### config.mk
export PLATFORM = sky130hd
export DESIGN_NAME = id_operand_stage_flat
export DESIGN_NICKNAME = d
export VERILOG_FILES = /design/src/rtl/id_operand_stage_if.sv /design/src/rtl/id_operand_stage.sv /design/src/flat_wrapper.sv
export SDC_FILE = /design/constraint.sdc
export NUM_CORES = 1
export LEC_CHECK = 0
export BUFFER_PORTS_ARGS = -buffer_cell sky130_fd_sc_hd__buf_4
export CAP_MARGIN = 20
export CORE_AREA = 2 2 170 172
export DETAILED_ROUTE_END_ITERATION = 10
export DIE_AREA = 0 0 172 174
export PLACE_DENSITY = 0.74
export REMOVE_ABC_BUFFERS = 1
export SLEW_MARGIN = 5
export SYNTH_ARGS = -nofsm -noshare
export SYNTH_HDL_FRONTEND = slang
export SYNTH_SLANG_ARGS = --single-unit
### constraint.sdc
create_clock -name clk -period 3.5 [get_ports clk]
set_input_delay 0.175 -clock clk [delete_from_list [all_inputs] [get_ports clk]]
set_output_delay 0.175 -clock clk [all_outputs]
set_load 0.01 [all_outputs]
### src/rtl/id_operand_stage_if.sv
// ID-stage bundle: IF/ID instruction, register-file reads, forwarding
// sources, EX-side handshake and the registered ID/EX payload.
interface id_operand_stage_if #(
  parameter int REG_WIDTH      = 32,
  parameter int REG_ADDR_WIDTH = 5,
  parameter int PC_WIDTH       = 32,
  parameter int NUM_FWD        = 3
);
  logic                              in_valid;
  logic                              in_ready;
  logic [PC_WIDTH-1:0]               in_pc;
  logic [REG_ADDR_WIDTH-1:0]         in_rs1;
  logic [REG_ADDR_WIDTH-1:0]         in_rs2;
  logic [REG_ADDR_WIDTH-1:0]         in_rd;
  logic                              in_uses_rs1;
  logic                              in_uses_rs2;
  logic                              in_is_load;
  logic                              in_is_branch;
  logic [2:0]                        in_br_type;
  logic [REG_WIDTH-1:0]              in_imm;
  logic [REG_WIDTH-1:0]              rf_data1;
  logic [REG_WIDTH-1:0]              rf_data2;
  logic [NUM_FWD-1:0]                fwd_valid;
  logic [NUM_FWD*REG_ADDR_WIDTH-1:0] fwd_rd;
  logic [NUM_FWD*REG_WIDTH-1:0]      fwd_data;
  logic                              ex_ready;
  logic                              flush;
  logic                              out_valid;
  logic [PC_WIDTH-1:0]               out_pc;
  logic [REG_WIDTH-1:0]              out_imm;
  logic [REG_WIDTH-1:0]              out_op1;
  logic [REG_WIDTH-1:0]              out_op2;
  logic [REG_ADDR_WIDTH-1:0]         out_rd;
  logic                              out_is_load;
  logic                              br_taken;
  logic [PC_WIDTH-1:0]               br_target;

  modport master (
    output in_valid, in_pc, in_rs1, in_rs2, in_rd, in_uses_rs1, in_uses_rs2,
           in_is_load, in_is_branch, in_br_type, in_imm, rf_data1, rf_data2,
           fwd_valid, fwd_rd, fwd_data, ex_ready, flush,
    input  in_ready, out_valid, out_pc, out_imm, out_op1, out_op2, out_rd,
           out_is_load, br_taken, br_target
  );

  modport slave (
    input  in_valid, in_pc, in_rs1, in_rs2, in_rd, in_uses_rs1, in_uses_rs2,
           in_is_load, in_is_branch, in_br_type, in_imm, rf_data1, rf_data2,
           fwd_valid, fwd_rd, fwd_data, ex_ready, flush,
    output in_ready, out_valid, out_pc, out_imm, out_op1, out_op2, out_rd,
           out_is_load, br_taken, br_target
  );
endinterface

### src/rtl/id_operand_stage.sv
// Decode-stage operand forwarding, branch resolution, load-use stall and
// wrong-path kill, ending in the registered ID/EX operand register.
module id_operand_stage #(
  parameter int REG_WIDTH      = 32,
  parameter int REG_ADDR_WIDTH = 5,
  parameter int PC_WIDTH       = 32,
  parameter int NUM_FWD        = 3,
  parameter int LOAD_LAT       = 1
) (
  input logic              clk,
  input logic              reset,
  id_operand_stage_if.slave bus
);
  localparam logic [1:0] CNT_INIT = 2'(LOAD_LAT - 1);

  typedef enum logic [1:0] {RUN, LU_STALL, KILL} state_t;

  state_t                    state, state_next;
  logic [1:0]                cnt, cnt_next;
  logic [REG_WIDTH-1:0]      op1, op2;
  logic                      hit1, hit2;
  logic                      taken, hazard, adv, ready, accept;

  logic                      out_valid_q;
  logic [PC_WIDTH-1:0]       out_pc_q;
  logic [REG_WIDTH-1:0]      out_imm_q, out_op1_q, out_op2_q;
  logic [REG_ADDR_WIDTH-1:0] out_rd_q;
  logic                      out_is_load_q;

  // Ascending scan with a hit flag keeps the lowest matching index.
  always_comb begin
    op1  = bus.rf_data1;
    op2  = bus.rf_data2;
    hit1 = 1'b0;
    hit2 = 1'b0;
    for (int unsigned i = 0; i < NUM_FWD; i++) begin
      if (!hit1 && bus.fwd_valid[i] && bus.in_rs1 != '0 &&
          bus.fwd_rd[i*REG_ADDR_WIDTH +: REG_ADDR_WIDTH] == bus.in_rs1) begin
        op1  = bus.fwd_data[i*REG_WIDTH +: REG_WIDTH];
        hit1 = 1'b1;
      end
      if (!hit2 && bus.fwd_valid[i] && bus.in_rs2 != '0 &&
          bus.fwd_rd[i*REG_ADDR_WIDTH +: REG_ADDR_WIDTH] == bus.in_rs2) begin
        op2  = bus.fwd_data[i*REG_WIDTH +: REG_WIDTH];
        hit2 = 1'b1;
      end
    end
  end

  always_comb begin
    taken = 1'b0;
    case (bus.in_br_type)
      3'b000:  taken = (op1 == op2);
      3'b001:  taken = (op1 != op2);
      3'b100:  taken = ($signed(op1) <  $signed(op2));
      3'b101:  taken = ($signed(op1) >= $signed(op2));
      3'b110:  taken = (op1 <  op2);
      3'b111:  taken = (op1 >= op2);
      default: taken = 1'b0;
    endcase
  end

  assign hazard = out_valid_q & out_is_load_q & (out_rd_q != '0) &
                  ((bus.in_uses_rs1 & (bus.in_rs1 == out_rd_q)) |
                   (bus.in_uses_rs2 & (bus.in_rs2 == out_rd_q)));
  assign adv    = bus.ex_ready | ~out_valid_q;

  always_comb begin
    ready = 1'b0;
    if (!bus.flush) begin
      case (state)
        RUN:     ready = adv & ~hazard;
        KILL:    ready = adv;
        default: ready = 1'b0;
      endcase
    end
  end

  assign accept        = bus.in_valid & ready;
  assign bus.in_ready  = ready;
  assign bus.br_taken  = accept & bus.in_is_branch & taken & (state == RUN);
  assign bus.br_target = bus.in_pc + PC_WIDTH'(bus.in_imm);

  always_ff @(posedge clk or posedge reset) begin
    if (reset) begin
      state <= RUN;
      cnt   <= '0;
    end else begin
      state <= state_next;
      cnt   <= cnt_next;
    end
  end

  // The stall's final cycle hands back to RUN directly, so the stalled
  // instruction is accepted LOAD_LAT cycles after it first met the hazard.
  always_comb begin
    state_next = state;
    cnt_next   = cnt;
    if (bus.flush) begin
      state_next = RUN;
      cnt_next   = '0;
    end else begin
      case (state)
        RUN: begin
          if (bus.in_valid && hazard && adv) begin
            cnt_next   = CNT_INIT;
            state_next = (LOAD_LAT > 1) ? LU_STALL : RUN;
          end else if (accept && bus.in_is_branch && taken) begin
            state_next = KILL;
          end
        end
        LU_STALL: begin
          if (cnt <= 2'd1) begin
            cnt_next   = '0;
            state_next = RUN;
          end else begin
            cnt_next = cnt - 2'd1;
          end
        end
        KILL: begin
          if (accept) state_next = RUN;
        end
        default: state_next = RUN;
      endcase
    end
  end

  always_ff @(posedge clk or posedge reset) begin
    if (reset) begin
      out_valid_q   <= 1'b0;
      out_pc_q      <= '0;
      out_imm_q     <= '0;
      out_op1_q     <= '0;
      out_op2_q     <= '0;
      out_rd_q      <= '0;
      out_is_load_q <= 1'b0;
    end else if (bus.flush) begin
      out_valid_q <= 1'b0;
    end else if (adv) begin
      out_valid_q <= accept & (state == RUN);
      if (accept) begin
        out_pc_q      <= bus.in_pc;
        out_imm_q     <= bus.in_imm;
        out_op1_q     <= op1;
        out_op2_q     <= op2;
        out_rd_q      <= bus.in_rd;
        out_is_load_q <= bus.in_is_load;
      end
    end
  end

  assign bus.out_valid   = out_valid_q;
  assign bus.out_pc      = out_pc_q;
  assign bus.out_imm     = out_imm_q;
  assign bus.out_op1     = out_op1_q;
  assign bus.out_op2     = out_op2_q;
  assign bus.out_rd      = out_rd_q;
  assign bus.out_is_load = out_is_load_q;
endmodule

### src/flat_wrapper.sv
// flat-port wrapper written by rule: the top's interface ports become plain ports
module id_operand_stage_flat 
#(
  parameter int REG_WIDTH      = 32,
  parameter int REG_ADDR_WIDTH = 5,
  parameter int PC_WIDTH       = 32,
  parameter int NUM_FWD        = 3,
  parameter int LOAD_LAT       = 1
)
  (clk, reset, bus_in_valid, bus_in_pc, bus_in_rs1, bus_in_rs2, bus_in_rd, bus_in_uses_rs1, bus_in_uses_rs2, bus_in_is_load, bus_in_is_branch, bus_in_br_type, bus_in_imm, bus_rf_data1, bus_rf_data2, bus_fwd_valid, bus_fwd_rd, bus_fwd_data, bus_ex_ready, bus_flush, bus_in_ready, bus_out_valid, bus_out_pc, bus_out_imm, bus_out_op1, bus_out_op2, bus_out_rd, bus_out_is_load, bus_br_taken, bus_br_target);
  id_operand_stage_if #(.REG_WIDTH(REG_WIDTH), .REG_ADDR_WIDTH(REG_ADDR_WIDTH), .PC_WIDTH(PC_WIDTH), .NUM_FWD(NUM_FWD)) bus_i ();
  input logic clk;
  input logic reset;
  input wire logic [$bits(bus_i.in_valid)-1:0] bus_in_valid;
  input wire logic [$bits(bus_i.in_pc)-1:0] bus_in_pc;
  input wire logic [$bits(bus_i.in_rs1)-1:0] bus_in_rs1;
  input wire logic [$bits(bus_i.in_rs2)-1:0] bus_in_rs2;
  input wire logic [$bits(bus_i.in_rd)-1:0] bus_in_rd;
  input wire logic [$bits(bus_i.in_uses_rs1)-1:0] bus_in_uses_rs1;
  input wire logic [$bits(bus_i.in_uses_rs2)-1:0] bus_in_uses_rs2;
  input wire logic [$bits(bus_i.in_is_load)-1:0] bus_in_is_load;
  input wire logic [$bits(bus_i.in_is_branch)-1:0] bus_in_is_branch;
  input wire logic [$bits(bus_i.in_br_type)-1:0] bus_in_br_type;
  input wire logic [$bits(bus_i.in_imm)-1:0] bus_in_imm;
  input wire logic [$bits(bus_i.rf_data1)-1:0] bus_rf_data1;
  input wire logic [$bits(bus_i.rf_data2)-1:0] bus_rf_data2;
  input wire logic [$bits(bus_i.fwd_valid)-1:0] bus_fwd_valid;
  input wire logic [$bits(bus_i.fwd_rd)-1:0] bus_fwd_rd;
  input wire logic [$bits(bus_i.fwd_data)-1:0] bus_fwd_data;
  input wire logic [$bits(bus_i.ex_ready)-1:0] bus_ex_ready;
  input wire logic [$bits(bus_i.flush)-1:0] bus_flush;
  output wire logic [$bits(bus_i.in_ready)-1:0] bus_in_ready;
  output wire logic [$bits(bus_i.out_valid)-1:0] bus_out_valid;
  output wire logic [$bits(bus_i.out_pc)-1:0] bus_out_pc;
  output wire logic [$bits(bus_i.out_imm)-1:0] bus_out_imm;
  output wire logic [$bits(bus_i.out_op1)-1:0] bus_out_op1;
  output wire logic [$bits(bus_i.out_op2)-1:0] bus_out_op2;
  output wire logic [$bits(bus_i.out_rd)-1:0] bus_out_rd;
  output wire logic [$bits(bus_i.out_is_load)-1:0] bus_out_is_load;
  output wire logic [$bits(bus_i.br_taken)-1:0] bus_br_taken;
  output wire logic [$bits(bus_i.br_target)-1:0] bus_br_target;
  assign bus_i.in_valid = bus_in_valid;
  assign bus_i.in_pc = bus_in_pc;
  assign bus_i.in_rs1 = bus_in_rs1;
  assign bus_i.in_rs2 = bus_in_rs2;
  assign bus_i.in_rd = bus_in_rd;
  assign bus_i.in_uses_rs1 = bus_in_uses_rs1;
  assign bus_i.in_uses_rs2 = bus_in_uses_rs2;
  assign bus_i.in_is_load = bus_in_is_load;
  assign bus_i.in_is_branch = bus_in_is_branch;
  assign bus_i.in_br_type = bus_in_br_type;
  assign bus_i.in_imm = bus_in_imm;
  assign bus_i.rf_data1 = bus_rf_data1;
  assign bus_i.rf_data2 = bus_rf_data2;
  assign bus_i.fwd_valid = bus_fwd_valid;
  assign bus_i.fwd_rd = bus_fwd_rd;
  assign bus_i.fwd_data = bus_fwd_data;
  assign bus_i.ex_ready = bus_ex_ready;
  assign bus_i.flush = bus_flush;
  assign bus_in_ready = bus_i.in_ready;
  assign bus_out_valid = bus_i.out_valid;
  assign bus_out_pc = bus_i.out_pc;
  assign bus_out_imm = bus_i.out_imm;
  assign bus_out_op1 = bus_i.out_op1;
  assign bus_out_op2 = bus_i.out_op2;
  assign bus_out_rd = bus_i.out_rd;
  assign bus_out_is_load = bus_i.out_is_load;
  assign bus_br_taken = bus_i.br_taken;
  assign bus_br_target = bus_i.br_target;
  id_operand_stage #(.REG_WIDTH(REG_WIDTH), .REG_ADDR_WIDTH(REG_ADDR_WIDTH), .PC_WIDTH(PC_WIDTH), .NUM_FWD(NUM_FWD), .LOAD_LAT(LOAD_LAT)) u_core (.clk(clk), .reset(reset), .bus(bus_i));
endmodule
# ---- Word-level counts from Yosys, hierarchy flattened
# Index checks and enable logic that the tools add are counted.
dict set report op_classes {
  bitwise 16
  n_eq_ne 21
  add_sub_neg 2
  magnitude_cmp 5
  n_mux 25
  n_reduce_logical 34
}
# operator count
set ops {}
lappend ops {{$mux W32} 6}
lappend ops {{$ge A32 B32 Y1} 2}
lappend ops {{$lt A32 B32 Y1} 2}
lappend ops {{$eq A5 B5 Y1} 8}
lappend ops {{$add A32 B32 Y32} 1}
lappend ops {{$eq A32 B32 Y1} 1}
lappend ops {{$ne A32 B32 Y1} 1}
lappend ops {{$logic_and A1 B1 Y1} 20}
lappend ops {{$mux W2} 8}
lappend ops {{$reduce_bool A5 Y1} 3}
lappend ops {{$eq A3 B3 Y1 const B} 4}
lappend ops {{$and A1 B1 Y1} 11}
lappend ops {{$mux W1} 7}
lappend ops {{$ne A3 B2 Y1 const B} 2}
lappend ops {{$pmux W1 S6} 1}
lappend ops {{$pmux W2 S3} 1}
lappend ops {{$reduce_and A3 Y1} 2}
lappend ops {{$logic_not A1 Y1} 4}
lappend ops {{$ne A4 B4 Y1 const B} 1}
lappend ops {{$pmux W2 S2} 1}
lappend ops {{$eq A3 B1 Y1 const B} 1}
lappend ops {{$logic_not A3 Y1} 1}
lappend ops {{$ne A3 B3 Y1 const B} 1}
lappend ops {{$not A1 Y1} 3}
lappend ops {{other kinds (10)} 11}
dict set report word_totals {
  inputBits 269
  register_bits 139
}

# ---- Longest topological paths before layout
dict set report logic_depth {
  ltp_word 21
  ltp_mapped 20
  depth_no_buf 18
}

# ---- Worst setup path before layout
# Ideal clock, no wire load.
dict set report synth_path {
  path_type {input-to-reg}
  startpoint {input bus_in_rs2[0]}
  endpoint {register u_core.state[1]}
  stages 19
  t_arrival_ns 3.713
  path_slack_ns -0.279
  n_path_buf 3
  path_cell_list {buf_2 > or4_4 > nor2_4 > nor4_1 > buf_6 > nor2_2 > nand2_2 > buf_4 > mux2i_1 > ha_1 > a21o_1 > a221o_1 > a221oi_1 > o21ai_0 > a21oi_1 > o21bai_1 > nand2_1 > nor4_2 > a31o_2}
}
dict set report synth_between {
  elab_chain_len 19
  elab_cells_between_ends 45
  classes_between {4 x order compare; 8 x eq/ne; 11 x mux; 6 x bitwise; 16 x reduce/logical}
}
# item line
set synth_lines {}
lappend synth_lines {{start: declaration} flat_wrapper.sv:17} ;# input wire logic [$bits(bus_i.in_rs2)-1:0] bus_in_rs2;
lappend synth_lines {{$reduce_bool A5 Y1} id_operand_stage.sv:42} ;# if (!hit2 && bus.fwd_valid[i] && bus.in_rs2 != '0 &&
lappend synth_lines {{$logic_and A1 B1 Y1 (2 in series)} id_operand_stage.sv:42}
lappend synth_lines {{$mux W1} id_operand_stage.sv:42}
lappend synth_lines {{$logic_not A1 Y1} id_operand_stage.sv:42}
lappend synth_lines {{$logic_and A1 B1 Y1 (3 in series)} id_operand_stage.sv:42}
lappend synth_lines {{$mux W1} id_operand_stage.sv:42}
lappend synth_lines {{$logic_not A1 Y1} id_operand_stage.sv:42}
lappend synth_lines {{$logic_and A1 B1 Y1 (3 in series)} id_operand_stage.sv:42}
lappend synth_lines {{$mux W32} id_operand_stage.sv:42}
lappend synth_lines {{$ge A32 B32 Y1, or another cell as far along} id_operand_stage.sv:58} ;# 3'b111: taken = (op1 >= op2);
lappend synth_lines {{$pmux W1 S6} id_operand_stage.sv:52} ;# case (bus.in_br_type)
lappend synth_lines {{$logic_and A1 B1 Y1} id_operand_stage.sv:108} ;# end else if (accept && bus.in_is_branch && taken) begin
lappend synth_lines {{$ne A4 B4 Y1 (no source line)} -}
lappend synth_lines {{$reduce_and A3 Y1 (no source line)} -}
lappend synth_lines {{end signal: assignment} id_operand_stage.sv:89} ;# state <= state_next;
lappend synth_lines {{end: declaration} id_operand_stage.sv:18} ;# state_t state, state_next;
# Parallel ways exist; a longest one is shown, timed or not.
# A chain may end at the register's enable or synchronous reset.

# ---- Worst setup path after layout
dict set report layout_path {
  startpoint {input bus_in_rs1[4]}
  endpoint {output bus_br_taken}
}
dict set report layout_between {
  elab_chain_len 18
  elab_cells_between_ends 38
  classes_between {4 x order compare; 6 x eq/ne; 8 x mux; 9 x bitwise; 11 x reduce/logical}
}
# item line
set layout_lines {}
lappend layout_lines {{start: declaration} flat_wrapper.sv:16} ;# input wire logic [$bits(bus_i.in_rs1)-1:0] bus_in_rs1;
lappend layout_lines {{$reduce_bool A5 Y1} id_operand_stage.sv:37} ;# if (!hit1 && bus.fwd_valid[i] && bus.in_rs1 != '0 &&
lappend layout_lines {{$logic_and A1 B1 Y1 (2 in series)} id_operand_stage.sv:37}
lappend layout_lines {{$mux W1} id_operand_stage.sv:37}
lappend layout_lines {{$logic_not A1 Y1} id_operand_stage.sv:37}
lappend layout_lines {{$logic_and A1 B1 Y1 (3 in series)} id_operand_stage.sv:37}
lappend layout_lines {{$mux W1} id_operand_stage.sv:37}
lappend layout_lines {{$logic_not A1 Y1} id_operand_stage.sv:37}
lappend layout_lines {{$logic_and A1 B1 Y1 (3 in series)} id_operand_stage.sv:37}
lappend layout_lines {{$mux W32 (*)} id_operand_stage.sv:37}
lappend layout_lines {{via u_core.op1[7]} id_operand_stage.sv:20} ;# logic [REG_WIDTH-1:0] op1, op2;
lappend layout_lines {{$ge A32 B32 Y1, or another cell as far along} id_operand_stage.sv:58}
lappend layout_lines {{$pmux W1 S6 (*)} id_operand_stage.sv:52}
lappend layout_lines {{$and A1 B1 Y1 (*) (2 in series)} id_operand_stage.sv:81} ;# assign bus.br_taken = accept & bus.in_is_branch & taken & (state == RUN);
lappend layout_lines {{end: declaration} flat_wrapper.sv:40} ;# output wire logic [$bits(bus_i.br_taken)-1:0] bus_br_taken;
# Mark *: on every way through the listed nets, which the timed path passes. The rest lies on a longest branch.

==> impl_metrics.toml <==
[synth]
ys_types = 69
synth_edf_count = 0
synthCells = 1006
syn_area_per_cell_sq_um = 9.831
netlist_area_sq_um = 9889
synth_seq_cells = 136
yosysTopAreaCellShare_pct = 34.41
synth_warnings = 0
synth_top_cell_by_area = "dfrtp_1"
async_reset_ff_share_pct = 100.0
dominantRegCellSynth = "dfrtp_1"
synth.area.top_cells = "dfrtp_1 (34%), mux2_2 (12%), ha_1 (8.0%)"
ys_seq_area_share_pct = 34.41

[run]
drv_cap = 0

[worst_setup_path]
worstPathCellList = "buf_8 -> or4_4 -> nor2_4 -> buf_6 -> nor4_4 -> a21oi_4 -> buf_12 -> buf_16 -> buf_6 -> nor2_2 -> o31ai_2 -> ha_1 -> nand4_1 -> or4_4 -> nor2_4 -> nor3b_2 -> o21ai_1 -> nand2_1 -> nor4_2 -> buf_4"
cpMaxStageDelayCell = "or4_4"
crit_family = "simple AND/OR/NAND/NOR gates"
start_kind = "input port"
critPathBufInv = 6
setup.worst_path.class = "in -> out"
critical_path_required_ns = 3.32
arrival_ns = 3.97
end_kind = "output pin"
slowest_delay_ns = 0.57
worstPathMaxFanout = 5

[clock_tree]
clock-sinks = 136
cts_inserted_buffers = 17
cts_tree = "done"
insertion_delay_ns = 0.42
clockBufferDepth = 2
clk_pin_slew_worst_paths_ns = 0.06
clockRootBuffer = "clkbuf_16"
clock_tree.htree_level_count = 4

[detailed_routing]
antenna_left = 0
first_pass_iters = 6
drt-total-wl_um = 40710
post_drt_wl_per_cell_um = 20.37
drt_iter0_markers = 689
drcViolationCount = 0
viasPerCell = 5.310
via_count = 10615

[timing]
clock_skew_ns = 0.01599
slew_headroom_pct = 48.66
grt_setup_unrepaired = "yes"
setup_viol = 2
fin_tns_setup_ns = -0.7424
setup_slack_ns = -0.6472
worst_pin_slew_ns = 0.7701
slew_violations = 0
fmax_ghz = 0.2411
finalHoldViolCount = 0
hold_ws_ns = 0.02421
min_period_over_period_pct = 118.5
post-route-min-period_ns = 4.147

[placement]
place_congestion = 0.9278
dp_cells = 1868
post-dp-hpwl_um = 29820
portBuffers = 437

[power_and_ir_drop]
p_per_area_nw_per_um2 = 402.6
p_leak_uw = 0.007503
vdd_drop_max_uv = 243.3
totalPowerFinal_uw = 6546

[finish]
fin_nets = 1931
multi_input_area_sq_um = 6434
drive_gt1_share_pct = 50.28
areaGrowthSynthToFinish_pct = 64.42
seqCellArea_sq_um = 3403
final_cells = 1999
fill_cells = 2359

[floorplanning]
fp-row-count = 62
die_x_um = 172
die-area_sq_um = 29930
dieHeight_um = 174
io_pins = 438
start_util_pct = 35.02
fp.coreArea_sq_um = 28240

[global_route]
grt_overflow = 0
grt_max_degree = 103
grt_usage_pct = 25.93
antenna_found_initial = 5
grt_pass1_vias = 11090
grt_pass1_wl_um = 60350

[run_status]
status = "finished with violations"
violations = "setup timing"

[hold_path]
hold_class = "in -> reg"
per-layer routing:
| layer | vias to the layer above | GRT usage (%) | part of all wire (%) |
|---|---|---|---|
| li1 | 4861 | - | - |
| met1 | 5073 | 28.30 | 37 |
| met2 | 580 | 45.73 | 50 |
| met3 | 99 | 8.470 | 9.6 |
| met4 | 2 | 10.99 | 3.9 |
| met5 | - | 0 | 0.027 |
placed cells by master (no fill, tap or decap), types with 23 or more instances in the layout:
cell           netlist  routed
nor2_1              91      79
mux2_2             102     102
dlygate4sd3_1        0      62
a21oi_1             71      63
mux2i_1             62      51
o31ai_2             29      26
xnor2_1             40      38
xor2_1              29      29
nand2_1             77      77
ha_1                63      61
dfrtp_1            136     136
o22ai_1             33      33
buf_4               10     543
a21o_1              23      23
o21ai_1             29      33
power breakdown:
| group | internal (uW) | switching (uW) |
|---|---|---|
| clock network | 1160 | 808 |
| logic | 1360 | 1160 |
| registers | 1860 | 190 |
| total | 4390 | 2160 |
flip-flops by register name (all words and copies together) (netlist names):
name and cells:
u_core.bus.out_imm 32, u_core.bus.out_op1 32, u_core.bus.out_op2 32, u_core.bus.out_pc 32
u_core.bus.out_rd 5, u_core.bus.out_is_load 1, u_core.bus.out_valid 1, u_core.state 1
per-stage QoR:
| step | setup slack (ns) | instance area [sq um] | utilization (%) |
|---|---|---|---|
| 2_1_floorplan | -6.885 | 9520 | - |
| 3_3_place_gp | -0.9684 | 14240 | 50.42 |
| 3_5_place_dp | -0.9394 | 14240 | 50.42 |
| 4_1_cts | -0.5842 | 15910 | 56.34 |
| 5_1_grt | -0.7664 | 16250 | 57.55 |
| 6_report | -0.6472 | 16260 | 57.59 |
worst register-to-register path, cell delays in order, from the launching register on:
cell	delay, ns
dfrtp_1	0.46
or4_1	0.54
o2111ai_1	0.25
o21ai_2	0.14
nor2_4	0.17
buf_12	0.36
mux2_2	0.54
path summary, 6_finish.rpt:
check / slack [ns] / to / startpoint / depth (start not counted)
worst max-delay path: -0.65 / bus_br_taken / bus_in_rs1[4] / 20
worst min-delay path: 0.02 / u_core.bus.out_pc[8] / bus_in_pc[8] / 2
worst max register to register: 0.92 / u_core.bus.out_op1[17] / u_core.bus.out_rd[0] / 6
worst min register to register: 0.51 / u_core.bus.out_op1[22] / u_core.bus.out_op1[22] / 1
max in group asynchronous: 2.22 / u_core.bus.out_op1[0] / reset / 4
min in group asynchronous: 0.45 / u_core.bus.out_pc[4] / reset / 3
cells by family (layout without fill, tap and decap cells):
logic type,Yosys count,after routing,synth area share [%]
compound gates,244,244,16.95
xor+xnor,69,69,6.111
fa+ha+maj,64,64,8.173
buf+inv,76,681,4.226
flops,136,136,34.41
mux,165,165,18.04
other cells,0,4,0
simple gates,252,252,12.08
synth_stat cells, types with 5 or more instances:
master and instances:
dfrtp_1 136, mux2_2 102, nor2_1 91, nand2_1 77, a21oi_1 71, ha_1 63
mux2i_1 62, xnor2_1 40, o22ai_1 33, o21ai_1 29, o31ai_2 29, xor2_1 29
buf_2 28, a21o_1 23, o21ai_0 20, nand4_1 17, clkbuf_1 15, inv_1 13
buf_4 10, nand3_1 9, nor3_1 9, buf_6 8, nor2b_1 8, nor4_1 6
nand2b_1 5, o21a_1 5, o21bai_1 5
cell type report:
| type | count | area share, % |
|---|---|---|
| Antenna cell | 4 | 0.06156 |
| Clock buffer | 18 | 2.701 |
| Clock inverter | 14 | 1.139 |
| Inverter | 13 | 0.3309 |
| Multi-Input combinational cell | 794 | 39.57 |
| Sequential cell | 136 | 20.93 |
| Tap cell | 384 | 2.955 |
| Timing Repair Buffer | 636 | 32.32 |
repair_timing:
item / CTS / global route
setup buffers: 17 / 14
endpoints found under the hold margin: 139 / 0
resized for setup: 42 / 51
setup endpoints to repair: 2 / 9
pin swaps: 10 / 41
hold buffers: 62 / 0
gates cloned: 3 / 1
Power figures use the tool's default switching activity.
